## config.mk

```make
export PLATFORM = sky130hd
export DESIGN_NAME = cpu_test_harness
export DESIGN_NICKNAME = d
export VERILOG_FILES = /design/src/rtl/cpu_test_harness.sv
export SDC_FILE = /design/constraint.sdc
export NUM_CORES = 1
export LEC_CHECK = 0
export CAP_MARGIN = 20
export CORE_MARGIN = 1.5
export CORE_UTILIZATION = 47
export DETAILED_ROUTE_END_ITERATION = 6
export GPL_TIMING_DRIVEN = 0
export PLACE_DENSITY_LB_ADDON = 0.2
export SLEW_MARGIN = 20
export SYNTH_ARGS = -nofsm -noshare
export SYNTH_HDL_FRONTEND = slang
export SYNTH_SLANG_ARGS = --single-unit
```

## constraint.sdc

```tcl
create_clock -name clk -period 5.9 [get_ports clk]
set_input_delay 0.59 -clock clk [delete_from_list [all_inputs] [get_ports clk]]
set_output_delay 0.59 -clock clk [all_outputs]
set_load 0.01 [all_outputs]
```

## src/rtl/cpu_test_harness.sv

```systemverilog
// cpu_test_harness: divided CPU clock/reset generator with run sequencing and write-bus checkpoint monitor
module cpu_test_harness #(
  parameter int NUM_CHECKS = 2,
  parameter int ADDR_W = 32,
  parameter int DATA_W = 32,
  parameter int DIV_W = 24,
  parameter int CYC_W = 32,
  parameter bit STRICT = 1'b0
) (
  input  logic                         clk,
  input  logic                         reset,
  input  logic                         start_n,
  input  logic                         step_n,
  input  logic                         step_mode,
  input  logic [DIV_W-1:0]             half_period,
  input  logic [CYC_W-1:0]             max_cycles,
  input  logic [NUM_CHECKS*ADDR_W-1:0] chk_addr,
  input  logic [NUM_CHECKS*DATA_W-1:0] chk_data,
  input  logic                         mem_we,
  input  logic [ADDR_W-1:0]            mem_addr,
  input  logic [DATA_W-1:0]            mem_wdata,
  output logic                         cpu_clk,
  output logic                         cpu_reset,
  output logic                         running,
  output logic                         pass,
  output logic                         fail,
  output logic [1:0]                   fail_code,
  output logic [NUM_CHECKS-1:0]        hit_mask,
  output logic [CYC_W-1:0]             cycle_count
);
  typedef enum logic [1:0] {IDLE, RUN, DONE_PASS, DONE_FAIL} state_t;
  state_t state, state_next;
  logic [2:0] start_sync, step_sync;
  logic [DIV_W-1:0] div_cnt;
  logic [CYC_W-1:0] cnt_next;
  logic [NUM_CHECKS-1:0] match, mism, next_hits;
  logic start_pulse, step_pulse, in_run, launch, abort;
  logic mode_r, credit, run_en, tick, rise, fall, timeout, all_hit, any_mism;

  assign start_pulse = start_sync[2] & ~start_sync[1];
  assign step_pulse = step_sync[2] & ~step_sync[1];
  assign in_run = state == RUN;
  assign launch = start_pulse & ~in_run;
  assign abort = start_pulse & in_run;
  assign run_en = in_run & (~mode_r | credit);
  assign tick = run_en & (div_cnt == half_period);
  assign rise = tick & ~cpu_clk;
  assign fall = tick & cpu_clk;
  assign cnt_next = &cycle_count ? cycle_count : cycle_count + CYC_W'(1);
  assign timeout = rise & (|max_cycles) & (cnt_next == max_cycles);
  assign next_hits = hit_mask | match;
  assign all_hit = &next_hits;
  assign any_mism = |mism;

  // Compare the write bus against every checkpoint; mismatches only count for unhit entries
  always_comb begin
    match = '0;
    mism = '0;
    for (int i = 0; i < NUM_CHECKS; i++) begin
      match[i] = mem_we && mem_addr == chk_addr[i*ADDR_W +: ADDR_W] && mem_wdata == chk_data[i*DATA_W +: DATA_W];
      mism[i] = STRICT && mem_we && mem_addr == chk_addr[i*ADDR_W +: ADDR_W] && mem_wdata != chk_data[i*DATA_W +: DATA_W] && !hit_mask[i];
    end
  end

  // State register
  always_ff @(posedge clk or posedge reset)
    if (reset) state <= IDLE;
    else state <= state_next;

  // Abort beats everything; pass beats mismatch on the same falling tick
  always_comb begin
    state_next = state;
    if (in_run) state_next = abort ? IDLE : (fall && all_hit) ? DONE_PASS : ((fall && any_mism) || timeout) ? DONE_FAIL : RUN;
    else if (start_pulse) state_next = RUN;
  end

  // Status flags decoded from the state register
  always_comb begin
    running = state == RUN;
    pass = state == DONE_PASS;
    fail = state == DONE_FAIL;
  end

  // Button synchronisers, clock divider, step credit and run datapath
  always_ff @(posedge clk or posedge reset)
    if (reset) begin
      start_sync <= 3'b111;
      step_sync <= 3'b111;
      mode_r <= 1'b0;
      credit <= 1'b0;
      div_cnt <= '0;
      cpu_clk <= 1'b0;
      cpu_reset <= 1'b1;
      fail_code <= 2'b00;
      hit_mask <= '0;
      cycle_count <= '0;
    end else begin
      start_sync <= {start_sync[1:0], start_n};
      step_sync <= {step_sync[1:0], step_n};
      if (!in_run || (div_cnt == '0 && !cpu_clk)) mode_r <= step_mode;
      if (launch) begin
        hit_mask <= '0;
        cycle_count <= '0;
        div_cnt <= '0;
        cpu_clk <= 1'b0;
        cpu_reset <= 1'b0;
        credit <= 1'b0;
        fail_code <= 2'b00;
      end else if (abort) begin
        cpu_reset <= 1'b1;
        cpu_clk <= 1'b0;
        div_cnt <= '0;
        credit <= 1'b0;
      end else if (in_run) begin
        if (run_en) div_cnt <= tick ? '0 : div_cnt + DIV_W'(1);
        if (rise) cycle_count <= cnt_next;
        if (fall) hit_mask <= next_hits;
        cpu_clk <= (state_next != RUN) ? 1'b0 : cpu_clk ^ tick;
        credit <= fall ? 1'b0 : (credit | step_pulse);
        if (state_next == DONE_FAIL) fail_code <= (fall && any_mism) ? 2'b10 : 2'b01;
      end
    end
endmodule

```

# After elaboration in Yosys (flattened, before gate mapping)
# Cells that the tools add are included.
# W data, S select, Z words.
[totals]
ff_bits = 72
output_inout_bits = 41
[classes]
bitwise_logic = 19
n_eq_ne = 12
reduce_logical = 24
add_sub_neg = 2
muxes = 33
[ops]
columns = ["op", "n"]
rows = [
  ["$eq A32 B32 Y1", 5],
  ["$mux W32", 5],
  ["$mux W24", 5],
  ["$add A32 B1 Y32 const B", 1],
  ["$reduce_and A32 Y1", 1],
  ["$reduce_or A32 Y1", 1],
  ["$mux W2", 13],
  ["$add A24 B1 Y24 const B", 1],
  ["$eq A24 B24 Y1", 1],
  ["$logic_not A24 Y1", 1],
  ["$and A1 B1 Y1", 10],
  ["$mux W1", 10],
  ["$reduce_bool A2 Y1", 5],
  ["$reduce_and A3 Y1", 3],
  ["$eq A2 B2 Y1 const B", 3],
  ["$logic_and A1 B1 Y1", 6],
  ["$reduce_bool A3 Y1", 2],
  ["$not A1 Y1", 5],
  ["$reduce_and A2 Y1", 2],
  ["$eq A2 B1 Y1 const B", 1],
  ["$logic_not A1 Y1", 2],
  ["$ne A2 B1 Y1 const B", 1],
  ["$ne A2 B2 Y1 const B", 1],
  ["$or A1 B1 Y1", 2],
  ["other kinds (3)", 3],
]

# Depth between registers and ports, before layout
# Gate-level depths: netlist of run 1.
[depth]
ltp_word = 16
depth_mapped = 13
mapped_depth_nobuf = 13

# Worst setup path before layout of run 1
# OpenSTA, ideal clock, no wires.
[synth_timing]
path_type = "reg-to-reg"
start = "register cycle_count[10]"
end = "register cpu_clk"
t_required_ps = 5780
path_buffers = 3
slack_ps = 2989
t_arrival_ps = 2792
stages_incl_launch_ff = 12
path_cell_list = "dfrtp_1 buf_4 nand3_2 or3_1 buf_6 clkbuf_1 a2111oi_0 mux2i_1 nand4_1 nor4_1 nand4_1 a31o_1"
[synth_between]
elab_chain_cells = 13
[synth_rtl]
columns = ["item", "line_no", "rtl"]
rows = [
  ["from (decl)", "29", "output logic [CYC_W-1:0] cycle_count"],
  ["from (signal assigned)", "116", "if (rise) cycle_count <= cnt_next;"],
  ["$add A32 B1 Y32 / $reduce_and A32 Y1 (equally long branches)", "49", "assign cnt_next = &cycle_count ? cycle_count : cycle_count + CYC_W'(1);"],
  ["$mux W32 (*)", "49", ""],
  ["$eq A32 B32 Y1 (*)", "50", "assign timeout = rise & (|max_cycles) & (cnt_next == max_cycles);"],
  ["$and A1 B1 Y1 (*)", "50", ""],
  ["$mux W2 (*) (4 in a row)", "73", "if (in_run) state_next = abort ? IDLE : (fall && all_hit) ? DONE_PASS : ((fall && any_mism) || timeout) ? DONE ..."],
  ["$ne A2 B1 Y1 (*)", "118", "cpu_clk <= (state_next != RUN) ? 1'b0 : cpu_clk ^ tick;"],
  ["$mux W1 (*)", "118", ""],
  ["$mux W1 (*)", "114", "end else if (in_run) begin"],
  ["$mux W1 (*)", "109", "end else if (abort) begin"],
  ["$mux W1 (*)", "101", "if (launch) begin"],
  ["to (signal assigned)", "118", ""],
  ["to (decl)", "22", "output logic cpu_clk,"],
]
# Every way passes the cells marked *; elsewhere a longest branch is shown, timed or not. The select of a mux whose other input is x is not followed.
# A chain may end at the register's enable or synchronous reset.

# Final worst setup path of run 1
[layout_timing]
start = "register state[1]"
end = "register cycle_count[8]"
[layout_between]
elab_chain_cells = 6
[layout_rtl]
columns = ["item", "line_no", "rtl"]
rows = [
  ["from (decl)", "32", "state_t state, state_next;"],
  ["from (signal assigned)", "68", "else state <= state_next;"],
  ["$eq A2 B1 Y1 (*)", "42", "assign in_run = state == RUN;"],
  ["$and A1 B1 Y1", "45", "assign run_en = in_run & (~mode_r | credit);"],
  ["$and A1 B1 Y1", "46", "assign tick = run_en & (div_cnt == half_period);"],
  ["$and A1 B1 Y1", "47", "assign rise = tick & ~cpu_clk;"],
  ["$reduce_bool A2 Y1 (no line)", "n/a", ""],
  ["$reduce_and A3 Y1 (no line)", "n/a", ""],
]
# Every way passes the cells marked *; elsewhere a longest branch is shown, timed or not.

==> flow_summary_export.csv, run 1 <==
group,metric,value,unit
pwr,p_comb_share,28.8,%
sta,timing.fmax,236,MHz
routing,wl_per_cell,22.9,µm
routing,avgViaCountPerCell,6.09,
grt,grt_use_total,40.5,%
finish,design_area,10200,µm²
finish,nNetsFinal,1394,
sta,period_minus_slack,4.24,ns
logic_synthesis,synthArstFlopShare,100,%
logic_synthesis,netlist_area,6710,µm²
floorplan,dieArea,15000,µm²
floorplan,initial_core_util,48.3,%
sta,slew_violations,0,
sta,grt_setup_unrepaired,"false",
pwr,p_total,1.53,mW
floorplan,die_x,122,µm
run,max-cap-violations,0,
worst_setup_path,worstSetupPathType,"flip-flop to flip-flop",
worst_setup_path,crit_arrival,4.43,ns
placed_design,portBuffers,293,
sta,slew_headroom,26.2,%
min_path,hold_path.startpoint,"start_sync[0]",
worst_setup_path,r2r-start,"state[1]",
pwr,peakVddDrop,0.130,mV
worst_setup_path,crit_start,"state[1]",
min_path,holdCritPathClass,"flip-flop to flip-flop",
logic_synthesis,ys_ff_latch,71,
clocking,cts_setup_buffers,0,
pwr,swShare,29.2,%
clocking,clkSinkCount,71,
floorplan,core_area,13900,µm²
finish,drive_gt1_share,4.30,%
logic_synthesis,ys.warnings.count,0,
floorplan,ios,295,
logic_synthesis,synthTopCellsByCount,"xor2_1 (113), xnor2_1 (79), nand2_1 (66)",
clocking,clk_latency,0.34,ns
grt,grt_max_degree,56,
clocking,cts.path.max_buffers,2,
placed_design,dp_hpwl,25.0,mm
pwr,p_clk_share,37.4,%
clocking,clk_pin_slew,0.07,ns
sta,timing.hold.ws,0.358,ns
routing,drtIter0Drc,1037,
pwr,power_per_cell_area,150,nW/µm²
routing,drc,0,
logic_synthesis,synth_top_cell_by_area,"dfrtp_1",
logic_synthesis,synth_edf_count,0,
sta,fin_ws,1.66,ns
pwr,p_seq_share,33.8,%
pwr,p_int,1.08,mW
sta,tns,0,ns
grt,grt-ovfl-total,0,
logic_synthesis,ys_seq_area_share,26.6,%
sta,worstMarginPinSlew,1.10,ns
routing,first_pass_iters,6,
worst_setup_path,worstPathRequired,6.08,ns
grt,antenna_found_initial,1,
placed_design,gp_congestion,1.00,
logic_synthesis,synth.distinct_cells,69,
logic_synthesis,syn-num-nets,1089,
run_status,status,"finished, final reports clean",
clocking,postCtsResizedCells,0,
logic_synthesis,yosys-top-cells-area,"dfrtp_1 (24%), xor2_1 (15%), xnor2_1 (10%)",
logic_synthesis,yosysMostFrequentCell,"xor2_1",
worst_setup_path,start_kind,"flip-flop",
clocking,htree_levels,3,
sta,final.period_utilization,71.9,%
clocking,cts_buffers,9,
placed_design,dp_slack,1.57,ns
pwr,p_leak,3.96,nW
finish,areaGrowthSynthToFinish,52.1,%
worst_setup_path,cp_max_fo,10,
routing,num_vias,8046,
floorplan,die_h,122,µm
clocking,cts_tree,"built",
pwr,switchingPower,0.448,mW
routing,routed_wl,30.3,mm
sta,hold_viol,0,
grt,grt_pass1_wl,45.3,mm
logic_synthesis,postSynthCellCount,830,
sta,setup_viol,0,
clocking,holdBufCountCts,0,
sta,finClkSkew,0.00683,ns
logic_synthesis,avgSynthCellArea,8.08,µm²
worst_setup_path,crit_path_end_kind,"flip-flop",
floorplan,rows,43,
logic_synthesis,netlist.area_leader.share,23.9,%
logic_synthesis,synth_ff_type,"dfrtp_1",
placed_design,place_area,9890,µm²
finish,fill_cells,1097,
clocking,cts_root_buf,"clkbuf_16",
routing,detail-route-antenna-nets,0,
grt,grt_pass1_vias,7748,
-- power groups by stage --
| stage | Combinational, mW | Clock, mW | Sequential (mW) |
|---|---|---|---|
| global placement | 0.422 | 0 | 0.525 |
| floorplan | 0.164 | 0 | 0.523 |
| CTS | 0.435 | 0.571 | 0.518 |
| finish | 0.441 | 0.574 | 0.518 |
| global route | 0.465 | 0.594 | 0.520 |
| detailed placement | 0.432 | 0 | 0.527 |
-- routing by layer --
layer | GRT usage (%) | up-vias | wire length (µm)
met1 | 52.1 | 3768 | 11700
met4 | 14.3 | 0 | 1160
met3 | 11.2 | 89 | 3440
met2 | 65.4 | 569 | 13900
met5 | 0 | - | 0
li1 | - | 3620 | -
-- worst max-delay path: stages (launching register included) --
cell	delay [ns]
dfrtp_1	0.45
nand2b_1	0.28
a21oi_1	0.55
nand4_1	0.17
nor3_1	0.20
nand4_1	0.24
inv_1	0.16
ha_1	0.23
and3_1	0.16
clkbuf_1	0.48
a21oi_1	0.37
clkbuf_1	0.40
o21ai_0	0.28
o41ai_1	0.11
-- cells in the final DEF (no fill, tap or decap), drive strengths merged, types with 4 or more instances in the layout --
cell type | Yosys | final
clkdlybuf4s50 | 0 | 293
xor2 | 113 | 113
xnor2 | 79 | 79
nand2 | 66 | 66
dfrtp | 64 | 64
nor2 | 63 | 63
o21ai | 54 | 54
nor4 | 46 | 46
inv | 37 | 40
nand4 | 34 | 34
clkbuf | 23 | 32
nand3 | 28 | 28
nor3 | 18 | 18
and3 | 16 | 16
a21oi | 16 | 16
buf | 14 | 15
o22ai | 11 | 11
and2 | 11 | 11
o2111ai | 9 | 9
nand2b | 9 | 9
o31ai | 9 | 9
and4 | 8 | 8
a31oi | 8 | 8
dfstp | 7 | 7
o41ai | 6 | 6
o211ai | 5 | 5
ha | 5 | 5
nor2b | 4 | 4
mux2i | 4 | 4
or3 | 4 | 4
a21o | 4 | 4
a221oi | 4 | 4
or4 | 4 | 4
a2111oi | 4 | 4
-- area by class of cell --
cell class | instances | area, µm² | area share (%)
timing repair buffer | 294 | 2960 | 29.0
multi-input combinational | 685 | 4610 | 45.2
antenna | 1 | 2.50 | 0.0245
buffer | 37 | 169 | 1.66
clock inverter | 7 | 80.1 | 0.785
tap | 180 | 225 | 2.21
clock buffer | 9 | 225 | 2.21
sequential | 71 | 1790 | 17.5
inverter | 37 | 141 | 1.39
-- path summary, 6_finish.rpt --
path / end / slack [ns] / cells after the start
max reg2reg: cycle_count[8] / 1.66 / 13
max: cycle_count[8] / 1.66 / 13
max in group asynchronous: start_sync[2] / 4.72 / 3
min reg2reg: start_sync[1] / 0.36 / 0
min in group asynchronous: cycle_count[10] / 0.55 / 2
min: start_sync[1] / 0.36 / 0
-- registers in the layout (all words and copies together), names as in the netlist --
register     count
cycle_count     32
start_sync       3
credit           1
fail_code        1
div_cnt         24
hit_mask         2
state            2
cpu_reset        1
cpu_clk          1
mode_r           1
step_sync        3
-- kinds of logic after synthesis --
| kind of cell | Yosys count | synth area share (%) |
|---|---|---|
| AO/OA/AOI/OAI | 160 | 16.2 |
| XOR/XNOR | 192 | 25.1 |
| adder cells (fa/ha/maj) | 5 | 0.933 |
| buffers and inverters | 74 | 4.59 |
| flip-flops | 71 | 26.6 |
| multiplexers | 7 | 1.10 |
| other | 1 | 0.0559 |
| AND/OR/NAND/NOR | 320 | 25.4 |
-- metrics by stage --
stage	utilization (%)	std cells
after floorplan	-	830
after global placement	71.1	1303
after detailed placement	71.3	1304
after CTS	73.5	1320
after global routing	73.5	1321
final	73.5	1321
Power figures use the tool's default switching activity.
==> run 2: changes to the inputs <==
--- a/config.mk
+++ b/config.mk
@@ -7,7 +7,7 @@
 export LEC_CHECK = 0
 export CAP_MARGIN = 20
 export CORE_MARGIN = 1.5
-export CORE_UTILIZATION = 47
+export CORE_UTILIZATION = 44
 export DETAILED_ROUTE_END_ITERATION = 6
 export GPL_TIMING_DRIVEN = 0
 export PLACE_DENSITY_LB_ADDON = 0.2
==> constraint.sdc (replaced) <==
create_clock -name clk -period 4.25 [get_ports clk]
set_input_delay 0.425 -clock clk [delete_from_list [all_inputs] [get_ports clk]]
set_output_delay 0.425 -clock clk [all_outputs]
set_load 0.01 [all_outputs]
==> flow_summary_export.csv, run 2 (synthesis gave the netlist of run 1 again) <==
group,metric,value,unit
routing,drc,8,
sta,final.period_utilization,92.8,%
sta,slew_headroom,20.2,%
floorplan,die_h,126,µm
clocking,clk_pin_slew,0.06,ns
pwr,power_per_cell_area,205,nW/µm²
placed_design,gp_congestion,0.958,
routing,num_vias,7852,
clocking,clkSinkCount,71,
finish,multi_input_area,4620,µm²
routing,wl_per_cell,22.1,µm
worst_setup_path,worstPathRequired,4.44,ns
sta,finClkSkew,0.00375,ns
min_path,holdCritPathClass,"flip-flop to flip-flop",
placed_design,dp_hpwl,24.0,mm
routing,routed_wl,29.2,mm
worst_setup_path,worstSetupPathType,"flip-flop to flip-flop",
sta,setup_viol,0,
finish,largest_reg_flops,32,
run_status,status,"finished with violations",
worst_setup_path,crit_arrival,4.13,ns
routing,drtIter0Drc,699,
floorplan,rows,44,
clocking,cts_tree,"built",
worst_setup_path,cp_max_fo,10,
floorplan,dieArea,16000,µm²
sta,worstMarginPinSlew,1.20,ns
run_status,violations,"design-rule violations",
worst_setup_path,start_kind,"flip-flop",
pwr,p_leak,3.95,nW
grt,grt_use_total,36.3,%
finish,fill_cells,1228,
placed_design,portBuffers,293,
sta,hold_viol,0,
finish,ff_latch_area,1790,µm²
clocking,cts.path.max_buffers,2,
sta,tns,0,ns
sta,slew_violations,0,
grt,grt-ovfl-total,0,
finish,nNetsFinal,1393,
grt,grt_pass1_wl,44.0,mm
clocking,htree_levels,3,
finish,drive_gt1_share,4.48,%
sta,period_minus_slack,3.94,ns
placed_design,dp_slack,0.0966,ns
clocking,holdBufCountCts,0,
finish,layout.cells.most_common,"clkdlybuf4s50_1",
worst_setup_path,crit_path_cell_trace,"nand2b_1, a21oi_2, nand4_1, nor3_1, nand4_1, inv_1, ha_1, and3_1, a21oi_1, clkbuf_1, o21ai_0, o31ai_1",
worst_setup_path,crit_path_end_kind,"flip-flop",
floorplan,die_x,126,µm
grt,antenna_found_initial,3,
grt,grt_max_degree,57,
worst_setup_path,cp_common_cell,"nand4_1",
routing,detail-route-antenna-nets,0,
finish,reg_top3,"cycle_count: 32 flops, div_cnt: 24 flops",
sta,fin_ws,0.306,ns
clocking,cts_root_buf,"clkbuf_16",
clocking,clk_latency,0.34,ns
routing,first_pass_iters,7,
floorplan,core_area,14700,µm²
sta,timing.fmax,254,MHz
sta,grt_setup_unrepaired,"false",
worst_setup_path,cp_slowest_stage_delay,0.54,ns
routing,avgViaCountPerCell,5.92,
floorplan,initial_core_util,45.6,%
finish,mostFrequentLayoutCells,"clkdlybuf4s50_1 (293), xor2_1 (113), xnor2_1 (79)",
floorplan,ios,295,
run,max-cap-violations,0,
finish,regMostFlops,"cycle_count",
worst_setup_path,cp_slowest_cell,"and3_1",
pwr,peakVddDrop,0.192,mV
grt,grt_pass1_vias,7653,
clocking,cts_buffers,9,
finish,areaGrowthSynthToFinish,52.2,%
-- run 2: cell count changes in the layout (fill, tap and decap cells not counted), sizes merged --
cell    previous run  this run
clkbuf            32        31
clkinv             2         4
inv               40        38
diode              1         3
-- run 2: power by group --
group,switching [mW],internal [mW]
sequential,0.0210,0.700
clock,0.317,0.456
combinational,0.257,0.343
total,0.595,1.50
-- run 2: worst paths after layout --
path,endpoint,from,cells past startpoint,slack (ns)
worst max-delay path,cycle_count[16],state[1],12,0.31
worst min-delay path,start_sync[1],start_sync[0],0,0.36
worst max register to register,cycle_count[16],state[1],12,0.31
worst min register to register,start_sync[1],start_sync[0],0,0.36
max in group asynchronous,step_sync[2],reset,3,3.27
min in group asynchronous,cycle_count[10],reset,2,0.37
-- run 2: area by class of cell --
class	count	area share (%)
antenna	3	0.0735
buffer	36	1.62
multi-input combinational	685	45.3
inverter	37	1.38
clock inverter	7	0.711
tap	184	2.25
sequential	71	17.5
clock buffer	9	2.21
timing repair buffer	294	29.0
-- run 2: critical path: cells and delay by family, from the launching register on --
| kind | cells | cell delay, ns |
|---|---|---|
| and+or+nand+nor | 5 | 1.39 |
| AOI/OAI and AO/OA | 4 | 1.17 |
| buffers and inverters | 2 | 0.58 |
| DFF | 1 | 0.42 |
| adders and majority gates | 1 | 0.21 |
-- run 2: per-layer routing --
| layer | global-route usage (%) | vias up | part of all wire (%) |
|---|---|---|---|
| met5 | 0 | - | 0.038 |
| li1 | - | 3637 | - |
| met1 | 47.9 | 3693 | 42 |
| met3 | 11.1 | 65 | 10 |
| met2 | 57.9 | 455 | 45 |
| met4 | 9.87 | 2 | 2.5 |
-- run 2: repair_timing --
item | CTS | global route
resized for setup | 0 | 1
endpoints found under the setup margin | 0 | 13
setup buffers | 0 | 0
-- run 2: per-stage QoR --
| stage | area (µm²) | util (%) | power (mW) | hold WS, ns | cells |
|---|---|---|---|---|---|
| floorplan | 6710 | - | 0.953 | 0.345 | 830 |
| global placement | 9870 | 67.1 | 1.31 | 0.346 | 1307 |
| detailed placement | 9900 | 67.3 | 1.32 | 0.353 | 1308 |
| CTS | 10200 | 69.4 | 2.09 | 0.363 | 1324 |
| global route | 10200 | 69.4 | 2.17 | 0.364 | 1323 |
| finish | 10200 | 69.5 | 2.09 | 0.361 | 1326 |
==> patch: new RTL, config.mk and constraints of run 1 <==
`STRICT`: 1'b0 -> 1'b1.
--- a/src/rtl/cpu_test_harness.sv
+++ b/src/rtl/cpu_test_harness.sv
@@ -6,5 +6,5 @@
   parameter int DIV_W = 24,
   parameter int CYC_W = 32,
-  parameter bit STRICT = 1'b0
+  parameter bit STRICT = 1'b1
 ) (
   input  logic                         clk,
Check against the original RTL: not equivalent (a bounded check fails within 10 cycles, from zero or initial values and one cycle with reset high).
==> patch against run 1 <==
- setup slack improved by 8.6 ps
- global-route usage is 4.8 points lower
- routed wire length is 8.9% lower
- area after synthesis increased by 1.6%
- critical path depth down 1
- sequential cell count up 1
- first-iteration DRC count down 28%
- cell area up 1.2%
- power is 3.6% higher
==> patch: results (changes against run 1) <==
* RD Place Congestion at 0.968 (-3.6%)
* Global-route wire length before repair at 40,800 µm (-9.9%)
* P_comb at 0.000475 W (+7.7%)
* Signal inverters at 19 (-49%)
* DR iter-0 viols at 747 (-28%)
* Distinct cells, synth at 66 (-4.3%)
* CP max-delay cell: nor4_1
* Worst vdd ir at 0.000127 V (-2.4%)
* Vias per cell at 5.95 (-2.3%)
* Tcrit/Tclk final at 0.718 (-0.00146)
* Status: finished clean
* NetSw at 0.000453 W (+1.1%)
* Largest net degree at the start of global routing at 59 (+5.4%)
* Vias in the first global route at 7,471 (-3.6%)
* Mean Syn Cell Area at 8.23 µm² (+1.8%)
* CLK BUF at 12 (+3)
* Register area share after synthesis at 0.266 (-0.000483)
* Worst r2r dst: cycle_count[25]$_DFFE_PP0P_
* Share of cells above drive strength 1 at 0.0500 (+0.00706)
* Cell Area, Synth at 0.00681 mm² (+1.6%)
* DR WL/cell at 20.9 µm (-8.8%)
* Final HPWL DP at 22,200 µm (-11%)
* Final clock-cell share at 0.0299 (about the same)
* Port Buffers at 294 (+0.34%)
* All-Layer GR Usage at 0.357 (-0.0482)
* Fill cell count at 1,124 (+2.5%)
* Pleak at 3.95 nW (-0.17%)
* Xor/xnor cell area share of the yosys netlist at 0.275 (+0.0244)
* Skew final at 8.26 ps (+1.43 ps)
* Pre-CTS setup slack at 1460 ps (-111 ps)
* #MultiIn Comb at 697 (+1.8%)
* Crit path largest cell delay at 870 ps (+320 ps)
* Data buffer area share at 0.309 (+0.00249)
* Worst Tran Pin Value at 990 ps (-107 ps)
* Crit path from: half_period[22]
* Critical Path Source Type: input pin
[patch: cell count changes after synthesis, sizes merged, moves of 5 or more]
| cell | before | now |
|---|---|---|
| nand2 | 66 | 53 |
| and2 | 11 | 4 |
| xor2 | 113 | 137 |
| nand4 | 34 | 43 |
| nor4 | 46 | 52 |
| inv | 37 | 19 |
| o2111ai | 9 | 4 |
| and3 | 16 | 8 |
| nor2 | 63 | 79 |
| nand2b | 9 | 2 |
| a21oi | 16 | 28 |
| o22ai | 11 | 1 |
| a211oi | 3 | 12 |
[patch: routing by layer]
metal	part of all wire	track usage
met4	0.034	0.144
met3	0.10	0.0766
met5	0	0
met2	0.48	0.602
met1	0.38	0.444
[patch: per-stage QoR]
stage               power (W)  hold WS (ps)
floorplan            0.000732           345
global placement      0.00100           350
detailed placement    0.00101           348
CTS                   0.00159           363
global route          0.00165           363
finish                0.00159           361
